## src/rtl/gps_csrbrg_pkg.sv

```systemverilog
// Shared CSR-bus definitions for the GPS-SDR bridge and its ctlif slaves.
// Pure declarations: no latency, no flow control.
package gps_csr_pkg;

  localparam int CSR_AW      = 15;
  localparam int CSR_DW      = 32;
  localparam int CSR_SEL_MSB = 14;
  localparam int CSR_SEL_LSB = 10;
  localparam int WB_AW       = 32;
  localparam int WB_DW       = 32;

  typedef enum logic [1:0] {
    ST_IDLE  = 2'd0,
    ST_WRITE = 2'd1,
    ST_READ  = 2'd2,
    ST_ACK   = 2'd3
  } state_t;

  // Core-select values carried in csr_a[14:10]
  localparam logic [4:0] GPS_CTL = 5'h0;
  localparam logic [4:0] GPS_RX0 = 5'h1;
  localparam logic [4:0] GPS_RX1 = 5'h2;
  localparam logic [4:0] GPS_ACQ = 5'h3;

  // Wishbone byte address -> CSR word address (bits [16:2])
  function automatic logic [CSR_AW-1:0] wb_to_csr_adr(input logic [WB_AW-1:0] adr);
    return adr[CSR_AW+1:2];
  endfunction

  function automatic logic [4:0] csr_core_sel(input logic [CSR_AW-1:0] a);
    return a[CSR_SEL_MSB:CSR_SEL_LSB];
  endfunction

endpackage

```

## src/rtl/gps_csrbrg_if.sv

```systemverilog
// Wishbone classic and CSR bus bundles used by gps_csrbrg.
// Plain wiring: no latency; Wishbone stalls by withholding ack, CSR has none.
interface gps_wb_if;
  import gps_csr_pkg::*;

  logic [WB_AW-1:0] wb_adr_i;
  logic [WB_DW-1:0] wb_dat_i;
  logic [WB_DW-1:0] wb_dat_o;
  logic             wb_cyc_i;
  logic             wb_stb_i;
  logic             wb_we_i;
  logic             wb_ack_o;

  modport master (
    output wb_adr_i, wb_dat_i, wb_cyc_i, wb_stb_i, wb_we_i,
    input  wb_dat_o, wb_ack_o
  );

  modport slave (
    input  wb_adr_i, wb_dat_i, wb_cyc_i, wb_stb_i, wb_we_i,
    output wb_dat_o, wb_ack_o
  );
endinterface

interface gps_csr_if;
  import gps_csr_pkg::*;

  logic [CSR_AW-1:0] csr_a;
  logic              csr_we;
  logic [CSR_DW-1:0] csr_di;
  logic [CSR_DW-1:0] csr_do;

  modport master (
    output csr_a, csr_we, csr_di,
    input  csr_do
  );

  modport slave (
    input  csr_a, csr_we, csr_di,
    output csr_do
  );
endinterface

```

## src/rtl/gps_csrbrg.sv

```systemverilog
// Wishbone-slave to CSR-initiator bridge; write acked in 2 cycles, read in 2+RD_LATENCY.
// Wishbone master is stalled until ack; CSR side has no backpressure, dropped CYC suppresses ack.
module gps_csrbrg
  import gps_csr_pkg::*;
#(
  parameter int RD_LATENCY = 1
) (
  input  logic       sys_clk,
  input  logic       sys_rst_n,
  gps_wb_if.slave    wb,
  gps_csr_if.master  csr
);

  if (RD_LATENCY < 1 || RD_LATENCY > 7) begin : g_bad_latency
    $error("gps_csrbrg: RD_LATENCY must be within 1..7");
  end

  // READ spans the address-setup cycle plus RD_LATENCY slave cycles
  localparam logic [2:0] LAT_LD = 3'(RD_LATENCY);

  state_t            r_state;
  logic [2:0]        r_cnt;
  logic [CSR_AW-1:0] r_csr_a;
  logic [CSR_DW-1:0] r_csr_di;
  logic              r_csr_we;
  logic [WB_DW-1:0]  r_dat_o;
  logic              r_ack;
  logic              r_abort;

  state_t            w_state_nxt;
  logic [2:0]        w_cnt_nxt;
  logic [CSR_AW-1:0] w_csr_a_nxt;
  logic [CSR_DW-1:0] w_csr_di_nxt;
  logic              w_csr_we_nxt;
  logic [WB_DW-1:0]  w_dat_nxt;
  logic              w_ack_nxt;
  logic              w_abort_nxt;
  logic              w_req;
  logic              w_unused_adr;

  assign w_req        = wb.wb_cyc_i & wb.wb_stb_i & ~r_ack;
  assign w_unused_adr = ^{wb.wb_adr_i[WB_AW-1:CSR_AW+2], wb.wb_adr_i[1:0]};

  always_comb begin
    w_state_nxt  = r_state;
    w_cnt_nxt    = r_cnt;
    w_csr_a_nxt  = r_csr_a;
    w_csr_di_nxt = r_csr_di;
    w_csr_we_nxt = 1'b0;
    w_dat_nxt    = r_dat_o;
    w_ack_nxt    = 1'b0;
    w_abort_nxt  = r_abort;

    unique case (r_state)
      ST_IDLE: begin
        w_abort_nxt = 1'b0;
        if (w_req) begin
          w_csr_a_nxt  = wb_to_csr_adr(wb.wb_adr_i);
          w_csr_di_nxt = wb.wb_dat_i;
          if (wb.wb_we_i) begin
            w_csr_we_nxt = 1'b1;
            w_state_nxt  = ST_WRITE;
          end else begin
            w_cnt_nxt    = LAT_LD;
            w_state_nxt  = ST_READ;
          end
        end
      end

      ST_WRITE: begin
        if (wb.wb_cyc_i && !r_abort) begin
          w_ack_nxt   = 1'b1;
          w_state_nxt = ST_ACK;
        end else begin
          w_state_nxt = ST_IDLE;
        end
      end

      ST_READ: begin
        // An abort seen at any point of the read wait kills the ack
        if (!wb.wb_cyc_i) begin
          w_abort_nxt = 1'b1;
        end
        if (r_cnt != 3'd0) begin
          w_cnt_nxt = r_cnt - 3'd1;
        end else if (wb.wb_cyc_i && !r_abort) begin
          w_dat_nxt   = csr.csr_do;
          w_ack_nxt   = 1'b1;
          w_state_nxt = ST_ACK;
        end else begin
          w_state_nxt = ST_IDLE;
        end
      end

      ST_ACK: begin
        w_state_nxt = ST_IDLE;
      end

      default: begin
        w_state_nxt = ST_IDLE;
      end
    endcase
  end

  always_ff @(posedge sys_clk or negedge sys_rst_n) begin
    if (!sys_rst_n) begin
      r_state  <= ST_IDLE;
      r_cnt    <= 3'd0;
      r_csr_a  <= '0;
      r_csr_di <= '0;
      r_csr_we <= 1'b0;
      r_dat_o  <= '0;
      r_ack    <= 1'b0;
      r_abort  <= 1'b0;
    end else begin
      r_state  <= w_state_nxt;
      r_cnt    <= w_cnt_nxt;
      r_csr_a  <= w_csr_a_nxt;
      r_csr_di <= w_csr_di_nxt;
      r_csr_we <= w_csr_we_nxt;
      r_dat_o  <= w_dat_nxt;
      r_ack    <= w_ack_nxt;
      r_abort  <= w_abort_nxt;
    end
  end

  assign csr.csr_a    = r_csr_a;
  assign csr.csr_di   = r_csr_di;
  assign csr.csr_we   = r_csr_we;
  assign wb.wb_dat_o  = r_dat_o;
  assign wb.wb_ack_o  = r_ack;

endmodule
```

## src/flat_wrapper.sv

```systemverilog
// flat-port wrapper written by rule: the top's interface ports become plain ports
module gps_csrbrg_flat import gps_csr_pkg::*;
#(
  parameter int RD_LATENCY = 1
)
  (sys_clk, sys_rst_n, wb_wb_adr_i, wb_wb_dat_i, wb_wb_cyc_i, wb_wb_stb_i, wb_wb_we_i, wb_wb_dat_o, wb_wb_ack_o, csr_csr_a, csr_csr_we, csr_csr_di, csr_csr_do);
  gps_wb_if wb_i ();
  gps_csr_if csr_i ();
  input  logic sys_clk;
  input  logic sys_rst_n;
  input wire logic [$bits(wb_i.wb_adr_i)-1:0] wb_wb_adr_i;
  input wire logic [$bits(wb_i.wb_dat_i)-1:0] wb_wb_dat_i;
  input wire logic [$bits(wb_i.wb_cyc_i)-1:0] wb_wb_cyc_i;
  input wire logic [$bits(wb_i.wb_stb_i)-1:0] wb_wb_stb_i;
  input wire logic [$bits(wb_i.wb_we_i)-1:0] wb_wb_we_i;
  output wire logic [$bits(wb_i.wb_dat_o)-1:0] wb_wb_dat_o;
  output wire logic [$bits(wb_i.wb_ack_o)-1:0] wb_wb_ack_o;
  output wire logic [$bits(csr_i.csr_a)-1:0] csr_csr_a;
  output wire logic [$bits(csr_i.csr_we)-1:0] csr_csr_we;
  output wire logic [$bits(csr_i.csr_di)-1:0] csr_csr_di;
  input wire logic [$bits(csr_i.csr_do)-1:0] csr_csr_do;
  assign wb_i.wb_adr_i = wb_wb_adr_i;
  assign wb_i.wb_dat_i = wb_wb_dat_i;
  assign wb_i.wb_cyc_i = wb_wb_cyc_i;
  assign wb_i.wb_stb_i = wb_wb_stb_i;
  assign wb_i.wb_we_i = wb_wb_we_i;
  assign wb_wb_dat_o = wb_i.wb_dat_o;
  assign wb_wb_ack_o = wb_i.wb_ack_o;
  assign csr_csr_a = csr_i.csr_a;
  assign csr_csr_we = csr_i.csr_we;
  assign csr_csr_di = csr_i.csr_di;
  assign csr_i.csr_do = csr_csr_do;
  gps_csrbrg #(.RD_LATENCY(RD_LATENCY)) u_core (.sys_clk(sys_clk), .sys_rst_n(sys_rst_n), .wb(wb_i), .csr(csr_i));
endmodule
```

## config.mk

```make
export PLATFORM = sky130hd
export DESIGN_NAME = gps_csrbrg_flat
export DESIGN_NICKNAME = d
export VERILOG_FILES = /design/src/rtl/gps_csrbrg_pkg.sv /design/src/rtl/gps_csrbrg_if.sv /design/src/rtl/gps_csrbrg.sv /design/src/flat_wrapper.sv
export SDC_FILE = /design/constraint.sdc
export NUM_CORES = 1
export LEC_CHECK = 0
export CAP_MARGIN = 20
export CORE_ASPECT_RATIO = 1.5
export CORE_MARGIN = 2
export CORE_UTILIZATION = 30
export DETAILED_ROUTE_END_ITERATION = 10
export HOLD_SLACK_MARGIN = 0.02
export PLACE_DENSITY = 0.61
export SLEW_MARGIN = 5
export SYNTH_ARGS = -nofsm -noshare
export SYNTH_HDL_FRONTEND = slang
export SYNTH_SLANG_ARGS = --single-unit
```

## constraint.sdc

```tcl
create_clock -name sys_clk -period 2.05 [get_ports sys_clk]
set_input_delay 0.5125 -clock sys_clk [delete_from_list [all_inputs] [get_ports sys_clk]]
set_output_delay 0.5125 -clock sys_clk [all_outputs]
set_load 0.01 [all_outputs]
```

=== Yosys cells after proc, flatten, opt, wreduce, memory -nomap -nowiden ===
Cells that the tools add are included.

* Output and inout port bits: 81
* Bits in registers: 87

* Add/sub/neg operators: 1
* Multiplexer cells: 17
* Reductions and logical operators: 10
* Equal/unequal tests: 8
* Bitwise logic cells: 4

{| class="wikitable"
|+ Operator list
! cell !! number
|-
| two-way mux 3 bit || 3
|-
| two-way mux 2 bit || 4
|-
| one-hot mux 2 bit (4 select lines) || 1
|-
| two-way mux 1 bit || 6
|-
| inequality test 2 bit (second input constant) || 3
|-
| one-hot mux 3 bit (2 select lines) || 1
|-
| AND reduction 2 bit || 3
|-
| equality test 2 bit (second input constant) || 2
|-
| inequality test 2 x 1 -> 1 bit (second input constant) || 2
|-
| one-hot mux 1 bit (2 select lines) || 2
|-
| AND reduction 4 bit || 1
|-
| AND reduction 3 bit || 1
|-
| nonzero test 3 bit || 1
|-
| subtractor 3 x 1 -> 3 bit (second input constant) || 1
|-
| AND 1 bit || 2
|-
| equality test 2 x 1 -> 1 bit (second input constant) || 1
|-
| zero test 2 bit || 1
|-
| inverter 1 bit || 2
|-
| nonzero test 2 bit || 1
|-
| logical AND 1 bit || 1
|-
| zero test 1 bit || 1
|}

=== Logic depth before layout (Yosys ltp) ===
* Word-level depth: 5
* Mapped depth: 7
* Gate-level depth less buffers: 6

=== Worst setup path before layout ===
OpenSTA, ideal clock, no wires.

* Path kind: reg-to-reg
* From: register u_core.r_cnt[0]
* To: register u_core.r_dat_o[0], in the netlist u_core.wb.wb_dat_o[0]
* Arrival: 1615 ps
* Data required time: 1925 ps
* Path buffers: 1
* Period minus slack after synthesis: 1740 ps
* Setup slack: 310 ps
* Library setup time: 125 ps
* Stages on the path, launching flop included: 8
* Path through: dfrtp_1 -> inv_1 -> ha_1 -> ha_1 -> and2_2 -> nand2_1 -> buf_6 -> mux2_2

* Word-level cells in the longest chain between the ends: 3

{| class="wikitable"
|+ RTL lines
! item !! line !! source
|-
| from (decl) || gps_csrbrg.sv:22 || <nowiki>logic [2:0] r_cnt;</nowiki>
|-
| from (signal assigned) || gps_csrbrg.sv:117 || <nowiki>r_cnt <= w_cnt_nxt;</nowiki>
|-
| nonzero test 3 bit || gps_csrbrg.sv:84 || <nowiki>if (r_cnt != 3'd0) begin</nowiki>
|-
| inverter 1 bit (no source line) || n/a ||
|-
| AND reduction 3 bit (no source line) || n/a ||
|-
| to (signal assigned) || gps_csrbrg.sv:121 || <nowiki>r_dat_o <= w_dat_nxt;</nowiki>
|-
| to (decl) || gps_csrbrg.sv:26 || <nowiki>logic [WB_DW-1:0] r_dat_o;</nowiki>
|}

No other way between the ends.
A chain may end at the register's enable or synchronous reset.

=== Worst setup path in the final report ===
* From: register u_core.r_cnt[0]
* To: register u_core.r_dat_o[27], in the netlist u_core.wb.wb_dat_o[27]

Same word-level chain as after synthesis.

==> reports/qor.yml <==
synth:
  yosys_warnings: 0
  synth.yosys.seq_area_share: 0.617
  postSynthNetCount: 327
  post_synth_num_cell_types: 28
  synth.avg_cell_area_um2: 16.0
  syn-instance-count: 221
  synth.ff_latch_count: 87
  netlist_area_before_placement_um2: 3530
clock_network:
  path_clk_slew_ns: 0.07
  post_cts_resize_count: 0
  postCtsSetupRepairBufs: 0
  numCtsBuffers: 9
  number_of_buffers_inserted_for_hold_repair_after_clock_tree_synthesis: 0
  clock_tree.root_cell: "clkbuf_16"
  worst_skew_pair.late_latency_ns: 0.34
  h_tree_levels: 3
  cts.sink_count: 87
  tritoncts_clock_tree: "done"
  ctsLongestPathBuffers: 2
run_status:
  status: "complete, no violations"
route:
  vias: 2390
  initial_drc_count: 32
  postRouteWirelength_mm: 7.88
  initial_drt_pass_iterations: 4
  avgRoutedWirePerCell_um: 14.3
  final_routed_drc_violation_total: 0
  ant_nets: 0
  via_per_inst: 4.35
floorplan:
  top_level_ports: 182
  dieArea_um2: 12700
  die_width_um: 92.6
  core_area_um2: 11500
  floorplan.die.height_um: 137
  num_rows: 48
  floorplan.initialDensity: 0.308
placement:
  globalplace.congestion: 0.716
  instance_area_after_placement_um2: 5380
  dpl.hpwl_mm: 5.83
  port-buffer-count: 164
timing:
  setup_viol: 0
  maxSlewHeadroom: 0.755
  drv_slew: 0
  fmaxAchievable_mhz: 536
  setup_total_negative_slack_ns: 0
  layout_min_cycle_time_ns: 1.86
  clock_skew_ns: 0.0117
  grt_setup_unrepaired: "false"
  final_min_period_over_clock_period: 0.909
  worst_pin_slew_ns: 0.367
  hold_violations: 0
grt:
  grt_antenna_before_repair: 0
  globalRouteOverflowTotal: 0
  grt_pass1_vias: 2504
  grt_util_all_layers: 0.125
  grt_max_degree: 33
  grt_first_pass_wirelength_mm: 12.5
worst_setup_path:
  cp_data_required_time_ns: 2.27
  crit_arrival_ns: 2.08
  reg2reg_setup_slack_ns: 0.19
  critical_path_peak_fanout: 32
  worst_r2r_endpoint: "u_core.wb.wb_dat_o[27]"
  setup.worst_path.start_class: "flop"
  timing.reg2reg.worst_path_depth: 7
  r2r-start: "u_core.r_cnt[0]"
  crit_path_end_kind: "flop"
  timing.setup.critical_path_class: "reg2reg"
cells_and_area:
  fill_cells: 1038
  n_antenna_cell: 0
  final_design_area_no_fill_um2: 5660
  design.final.nets: 500
  area_growth_from_synthesis_to_layout_pct: 60.4
  final_layout_size_suffix_gt1_frac: 0.268
hold_path:
  timing.hold.worst.class: "in2async"
job:
  cap_violations: 0
pwr:
  vdd.ir_drop.worst_mv: 0.536
  static-leakage-power_nw: 2.52
  power_per_cell_area_nw_per_um2: 1400
-- Yosys cell counts (all sizes together) --
master | instances | area (µm²)
ha | 5 | 62.6
nand4 | 3 | 18.8
o311ai | 1 | 8.76
inv | 7 | 26.3
a21oi | 3 | 15.0
and2b | 1 | 7.51
nor2 | 3 | 11.3
buf | 10 | 92.6
o221a | 1 | 11.3
o211ai | 1 | 7.51
and3b | 1 | 8.76
nor2b | 1 | 6.26
a2bb2oi | 1 | 8.76
nand2 | 5 | 26.3
o21ai | 2 | 10.0
nand2b | 2 | 12.5
mux2 | 79 | 961
o211a | 1 | 10.0
o2111ai | 1 | 8.76
nand4bb | 1 | 11.3
or3 | 1 | 6.26
and2 | 1 | 7.51
nand3 | 3 | 15.0
dfrtp | 87 | 2180
-- logic make-up (layout without fill, tap and decap cells) --
logic type | Yosys count | count (layout) | synth area share
flip-flops | 87 | 87 | 0.617
multiplexers | 79 | 79 | 0.272
AND/OR/NAND/NOR | 22 | 22 | 0.0372
buffers and inverters | 17 | 195 | 0.0337
AO/OA/AOI/OAI | 11 | 11 | 0.0227
adder cells (fa/ha/maj) | 5 | 5 | 0.0177
-- per-stage QoR --
step	total power [mW]	util	hold slack (ns)	setup slack (ns)	cells
floorplan	4.46	-	0.217	0.310	221
global placement	6.37	0.469	0.464	0.0645	533
detailed placement	6.43	0.469	0.462	0.0470	533
CTS	8.06	0.494	0.101	0.184	549
global route	8.43	0.494	0.110	0.107	549
finish	7.93	0.494	0.0978	0.186	549
-- worst max-delay path, stage by stage, from the launching register on --
cell and delay [ns]:
dfrtp_1 0.37, inv_1 0.06, ha_1 0.20, ha_1 0.21, and2_2 0.22, nand2_1 0.12, buf_12 0.21, mux2_2 0.36
-- sequential cells by signal, summed over array words and instances (netlist names) --
signal / cells
u_core.r_state: 2
u_core.r_cnt: 3
u_core.wb.wb_dat_o: 32
u_core.r_abort: 1
u_core.csr.csr_we: 1
u_core.wb.wb_ack_o: 1
u_core.csr.csr_a: 15
u_core.csr.csr_di: 32
-- metal layers --
metal / wire length [µm] / vias up / GRT usage / part of all wire
met5: 0 / - / 0 / 0
met4: 72 / 0 / 0.0398 / 0.0091
met3: 779 / 5 / 0.0562 / 0.099
met2: 3790 / 113 / 0.200 / 0.48
met1: 3230 / 1146 / 0.152 / 0.41
li1: - / 1126 / - / -
-- report_power, final --
group	switching, mW	leakage [nW]	total [mW]	internal [mW]
Combinational	1.21	1.31	3.46	2.25
Clock	0.722	0.136	1.57	0.849
Sequential	0.386	1.08	2.89	2.51
-- how the worst max path moves through the flow --
| stage | start | endpoint |
|---|---|---|
| detailed placement | wb_wb_cyc_i | u_core.csr.csr_di[27] |
| floorplan | u_core.r_cnt[0] | u_core.wb.wb_dat_o[0] |
| global placement | wb_wb_cyc_i | u_core.wb.wb_dat_o[15] |
| finish | u_core.r_cnt[0] | u_core.wb.wb_dat_o[27] |
| global route | u_core.r_cnt[0] | u_core.wb.wb_dat_o[9] |
| CTS | u_core.r_cnt[0] | u_core.wb.wb_dat_o[9] |
-- cells in the final DEF (no fill, tap or decap), drive strengths merged --
| master | netlist | layout |
|---|---|---|
| clkinvlp | 0 | 2 |
| mux2 | 79 | 79 |
| and3b | 1 | 1 |
| nor2b | 1 | 1 |
| a21oi | 3 | 3 |
| o221a | 1 | 1 |
| o211a | 1 | 1 |
| a2bb2oi | 1 | 1 |
| or3 | 1 | 1 |
| o21ai | 2 | 2 |
| nand2b | 2 | 2 |
| and2 | 1 | 1 |
| inv | 7 | 11 |
| o211ai | 1 | 1 |
| clkbuf | 0 | 9 |
| buf | 10 | 9 |
| dfrtp | 87 | 87 |
| o311ai | 1 | 1 |
| clkdlybuf4s50 | 0 | 163 |
| ha | 5 | 5 |
| clkinv | 0 | 1 |
| nand3 | 3 | 3 |
| and2b | 1 | 1 |
| nor2 | 3 | 3 |
| o2111ai | 1 | 1 |
| nand4 | 3 | 3 |
| nand4bb | 1 | 1 |
| nand2 | 5 | 5 |
-- area by class of cell --
cell class	instances	area, µm²	share of cell area
clock buffer	9	225	0.0398
sequential	87	2180	0.384
multi-input combinational	117	1230	0.218
tap	150	188	0.0331
clock inverter	7	63.8	0.0113
inverter	7	26.3	0.00464
timing repair buffer	172	1750	0.309
No activity file was read; power rests on OpenSTA's default activity.
